[src/rtl/bist_scheduler.sv]
// Round-robin scheduler sharing one BIST controller among NREQ requesters.
// Optional watchdog abort of stalled sessions: define BIST_SCHED_TIMEOUT_EN.
module bist_scheduler #(
  parameter int NREQ    = 4,
  parameter int SIG_W   = 16,
  parameter int TIMEOUT = 255
) (
  input  logic                    clk,
  input  logic                    reset,
  input  logic [NREQ-1:0]         req,
  output logic [NREQ-1:0]         gnt,
  output logic [NREQ-1:0]         done,
  output logic [NREQ-1:0]         pass,
  output logic                    bist_start,
  input  logic                    bist_end,
  input  logic [SIG_W-1:0]        sig,
  input  logic [NREQ*SIG_W-1:0]   golden,
  output logic                    busy,
  output logic                    timeout_err
);

  localparam int IDX_W = $clog2(NREQ);

  typedef enum logic [1:0] {
    IDLE  = 2'd0,
    START = 2'd1,
    WAIT  = 2'd2,
    CHECK = 2'd3
  } state_t;

  state_t           state_r;
  logic [IDX_W-1:0] ptr_r;
  logic [IDX_W-1:0] idx_r;
  logic [IDX_W-1:0] sel_idx_s;
  logic [IDX_W-1:0] ptr_next_s;
  logic             req_any_s;
  logic             sig_match_s;
  logic             wd_hit_s;

  // Position reached by stepping off places from base, wrapping at NREQ.
  function automatic logic [IDX_W-1:0] rr_pos(input logic [IDX_W-1:0] base, input int off);
    int p;
    p = int'(base) + off;
    p = (p >= NREQ) ? p - NREQ : p;
    return IDX_W'(p);
  endfunction

  function automatic logic [NREQ-1:0] one_hot(input logic [IDX_W-1:0] i);
    logic [NREQ-1:0] v;
    v    = {NREQ{1'b0}};
    v[i] = 1'b1;
    return v;
  endfunction

  // Round-robin pick: scan downwards so the smallest offset from ptr wins.
  always_comb begin
    sel_idx_s = ptr_r;
    for (int k = NREQ - 1; k >= 0; k--) begin
      sel_idx_s = req[rr_pos(ptr_r, k)] ? rr_pos(ptr_r, k) : sel_idx_s;
    end
  end

  assign req_any_s   = |req;
  assign ptr_next_s  = (idx_r == IDX_W'(NREQ - 1)) ? {IDX_W{1'b0}} : idx_r + 1'b1;
  assign sig_match_s = (sig == golden[int'(idx_r) * SIG_W +: SIG_W]);

`ifdef BIST_SCHED_TIMEOUT_EN
  localparam int WD_W = 16;

  logic [WD_W-1:0] wd_cnt_r;
  logic            timeout_err_r;

  assign wd_hit_s    = (wd_cnt_r == WD_W'(TIMEOUT - 1));
  assign timeout_err = timeout_err_r;

  // Watchdog: counts WAIT cycles of the current session; error flag is sticky.
  always_ff @(posedge clk or posedge reset) begin
    if (reset) begin
      wd_cnt_r      <= {WD_W{1'b0}};
      timeout_err_r <= 1'b0;
    end else begin
      if (state_r == START) begin
        wd_cnt_r <= {WD_W{1'b0}};
      end else if (state_r == WAIT) begin
        wd_cnt_r <= wd_cnt_r + 1'b1;
      end else begin
        wd_cnt_r <= wd_cnt_r;
      end
      if (state_r == WAIT && !bist_end && wd_hit_s) begin
        timeout_err_r <= 1'b1;
      end else begin
        timeout_err_r <= timeout_err_r;
      end
    end
  end
`else
  assign wd_hit_s    = 1'b0;
  assign timeout_err = 1'b0;
`endif

  // Session FSM; all outputs are registered alongside the state.
  always_ff @(posedge clk or posedge reset) begin
    if (reset) begin
      state_r    <= IDLE;
      ptr_r      <= {IDX_W{1'b0}};
      idx_r      <= {IDX_W{1'b0}};
      gnt        <= {NREQ{1'b0}};
      done       <= {NREQ{1'b0}};
      pass       <= {NREQ{1'b0}};
      bist_start <= 1'b0;
      busy       <= 1'b0;
    end else begin
      case (state_r)
        IDLE: begin
          done <= {NREQ{1'b0}};
          if (req_any_s) begin
            idx_r      <= sel_idx_s;
            gnt        <= one_hot(sel_idx_s);
            bist_start <= 1'b1;
            busy       <= 1'b1;
            state_r    <= START;
          end else begin
            gnt        <= {NREQ{1'b0}};
            bist_start <= 1'b0;
            busy       <= 1'b0;
            state_r    <= IDLE;
          end
        end
        START: begin
          bist_start <= 1'b0;
          state_r    <= WAIT;
        end
        WAIT: begin
          // A completion seen on the same edge as the watchdog limit still counts.
          if (bist_end) begin
            pass[idx_r] <= sig_match_s;
            done        <= one_hot(idx_r);
            state_r     <= CHECK;
          end else if (wd_hit_s) begin
            pass[idx_r] <= 1'b0;
            done        <= one_hot(idx_r);
            state_r     <= CHECK;
          end else begin
            state_r     <= WAIT;
          end
        end
        CHECK: begin
          done    <= {NREQ{1'b0}};
          gnt     <= {NREQ{1'b0}};
          busy    <= 1'b0;
          ptr_r   <= ptr_next_s;
          state_r <= IDLE;
        end
        default: begin
          gnt        <= {NREQ{1'b0}};
          done       <= {NREQ{1'b0}};
          bist_start <= 1'b0;
          busy       <= 1'b0;
          state_r    <= IDLE;
        end
      endcase
    end
  end

endmodule

[config.mk]
export PLATFORM = sky130hd
export DESIGN_NAME = bist_scheduler
export DESIGN_NICKNAME = d
export VERILOG_FILES = /design/src/rtl/bist_scheduler.sv
export SDC_FILE = /design/constraint.sdc
export NUM_CORES = 1
export LEC_CHECK = 0
export ABC_AREA = 1
export CORE_MARGIN = 2
export CORE_UTILIZATION = 40
export DETAILED_ROUTE_END_ITERATION = 10
export PLACE_DENSITY = 0.81
export SLEW_MARGIN = 40
export SYNTH_ARGS = -nofsm -noshare
export SYNTH_HDL_FRONTEND = slang
export SYNTH_SLANG_ARGS = --single-unit
[constraint.sdc]
create_clock -name clk -period 1.85 [get_ports clk]
set_input_delay 0.37 -clock clk [delete_from_list [all_inputs] [get_ports clk]]
set_output_delay 0.37 -clock clk [all_outputs]
set_load 0.01 [all_outputs]
==> flow_summary.json <==
{
  "outcome": "finished, final reports clean",
  "port_buffers": 100,
  "syn2layout_area_growth_pct": 55.1,
  "cpPeakStageDelay_ns": 0.47,
  "core_mm2": 0.00475,
  "drv_slew": 0,
  "vdd_ir_drop_max_mv": 0.914,
  "synth_flop_cell": "dfrtp_1",
  "maxCapViolations": 0,
  "worstSetupStartpoint": "idx_r[0]",
  "grt_pass1_wl_mm": 9.03,
  "cts_buffers": 3,
  "crit_arrival_ns": 1.88,
  "gr-total-overflow": 0,
  "setup_viol": 0,
  "grt_setup_unrepaired": "false",
  "synth_nets": 432,
  "grtUsageTotal_pct": 20.6,
  "fin_crit_sh_pct": 90.7,
  "grt_pass1_vias": 2068,
  "drc": 0,
  "clkSlewWorstSetupHoldPaths_ns": 0.08,
  "fin_hold_ws_ns": 0.428,
  "cts_setup_buffers": 0,
  "critPathMaxFanout": 36,
  "finalWorstSetupSlack_ns": 0.172,
  "crit_top_cell": "nand2_1",
  "seq_area_um2": 502,
  "dp_hpwl_mm": 4.68,
  "die_x_um": 74.6,
  "cts_tree": "done",
  "synth_cell_types": 26,
  "p_leak_uw": 0.00157,
  "cts_resized": 0,
  "async_flop_share_pct": 100,
  "finClkSkew_ns": 0.00515,
  "gp_congestion": 0.804,
  "power_density_mw_per_mm2": 1220,
  "synth_area_mm2": 0.00199,
  "numClockSinks": 20,
  "drt-total-wl_mm": 6.08,
  "worstSkewPairLatency_ns": 0.27,
  "antenna_found_initial": 0,
  "vias": 2411,
  "placed_cells": 496,
  "synth_edf_count": 0,
  "avgSynthCellArea_um2": 5.92,
  "hold_buffers": 0,
  "first_pass_iters": 4,
  "cts_root_buf": "clkbuf_8",
  "ios": 102,
  "antennaDiodeCount": 0,
  "layout.nets": 529,
  "grt_max_degree": 37,
  "endpoint_kind": "register",
  "dp_slack_ns": -0.0464,
  "setup_tns_ns": 0,
  "seq_area_frac_synth_pct": 25.1,
  "hold_violations": 0,
  "htree_levels": 1,
  "die-area_mm2": 0.00557,
  "syn_inst": 337,
  "floorplan.initialDensity_pct": 41.9,
  "ys_ff_latch": 20,
  "critPathRequiredTime_ns": 2.05,
  "routed_via_density": 4.82,
  "fillers": 449,
  "row_count": 25,
  "max_freq_mhz": 596,
  "yosysWarningCount": 0,
  "period_needed_ns": 1.68,
  "start_kind": "register",
  "setup.worst_path.class": "register to register",
  "holdCritPathClass": "input port to async pin",
  "path_cells": "inv_8 -> nand2_1 -> nand3_1 -> nand2_1 -> nand2_1 -> nand2_1 -> nor2_1 -> nand2_1 -> nor2_2 -> nand3_1 -> nand2_1",
  "post-route-util_pct": 65.1,
  "drive_gt1_share_pct": 4.16,
  "clockBufferDepth": 2,
  "dr.first_iter.drc_count": 61,
  "regToRegStartpoint": "idx_r[0]",
  "crit_slowest_cell": "dfrtp_2",
  "wire_per_inst_um": 12.2,
  "dieHeight_um": 74.6,
  "postRouteAntennaNets": 0,
  "multi_input_area_mm2": 0.00125,
  "fin_cells": 500
}
## final timing paths
kind / endpoint / slack [ns] / cells after the start
max: pass[1] / 0.17 / 11
min: state_r[1] / 0.43 / 3
max reg2reg: pass[1] / 0.17 / 11
min reg2reg: pass[2] / 0.48 / 2
max in group asynchronous: idx_r[0] / 1.20 / 3
min in group clk: pass[2] / 0.48 / 2
## synth_stat cells (2+ instances only)
| cell type | instances | area, µm² |
|---|---|---|
| nand2_1 | 171 | 642 |
| nand3_1 | 46 | 230 |
| inv_1 | 28 | 105 |
| dfrtp_1 | 20 | 500 |
| nand3b_1 | 14 | 105 |
| nor2_1 | 9 | 33.8 |
| o21ai_0 | 9 | 45.0 |
| ha_1 | 8 | 100 |
| buf_6 | 7 | 78.8 |
| o22ai_1 | 4 | 25.0 |
| buf_4 | 3 | 22.5 |
| buf_2 | 2 | 10.0 |
| clkbuf_1 | 2 | 7.51 |
| nor2_2 | 2 | 12.5 |
## layout by cell type (no fill, tap or decap), drive strengths merged, types with 3 or more instances in the layout
cell / synthesis / layout
o21ai: 9 / 9
inv: 31 / 31
nand3b: 14 / 14
nand3: 47 / 47
nor2: 11 / 11
o22ai: 4 / 4
clkdlybuf4s50: 0 / 100
nand2: 171 / 171
clkbuf: 2 / 3
dfrtp: 20 / 20
buf: 12 / 6
ha: 8 / 8
## critical path: cells and delay by family, from the launching register on
family	cells	cell delay [ns]
flops	1	0.47
buf+inv	1	0.20
simple gates	10	0.94
## stage by stage
stage / instance area [µm²] / power [µW]
final: 3090 / 3780
after CTS: 3090 / 3790
after floorplan: 1990 / 2660
after detailed placement: 3020 / 3330
after global placement: 3020 / 3270
after global routing: 3090 / 4170
## metal layers
layer / global-route usage [%] / part of all wire, %
met1: 26.7 / 44
met2: 36.8 / 47
met3: 2.28 / 8.1
met4: 5.36 / 1.0
met5: 0 / 0
## kinds of logic after synthesis
| kind of cell | share of synthesized area [%] |
|---|---|
| buffers and inverters | 12.2 |
| AND/OR/NAND/NOR | 53.0 |
| adder cells (fa/ha/maj) | 5.02 |
| AO/OA/AOI/OAI | 4.52 |
| flip-flops | 25.1 |
| other | 0.188 |
## flip-flops by register name (all words and copies together) (netlist names)
name        count
idx_r           2
busy            1
state_r         2
ptr_r           2
bist_start      1
pass            4
done            4
gnt             4
## power breakdown
group          switching, µW  leakage [µW]  internal, µW
Sequential               141      0.000260           590
Combinational           1530       0.00128          1070
Clock                    157     0.0000357           289
## layout make-up
cell class,count,share of cell area [%]
flip-flops and latches,20,16.2
clock buffers,3,1.33
inverters,31,4.09
multi-input cells,272,40.5
repair buffers,106,34.2
clock inverters,1,0.971
well taps,67,2.71
Note: power is estimated with default switching activity, not from simulation.
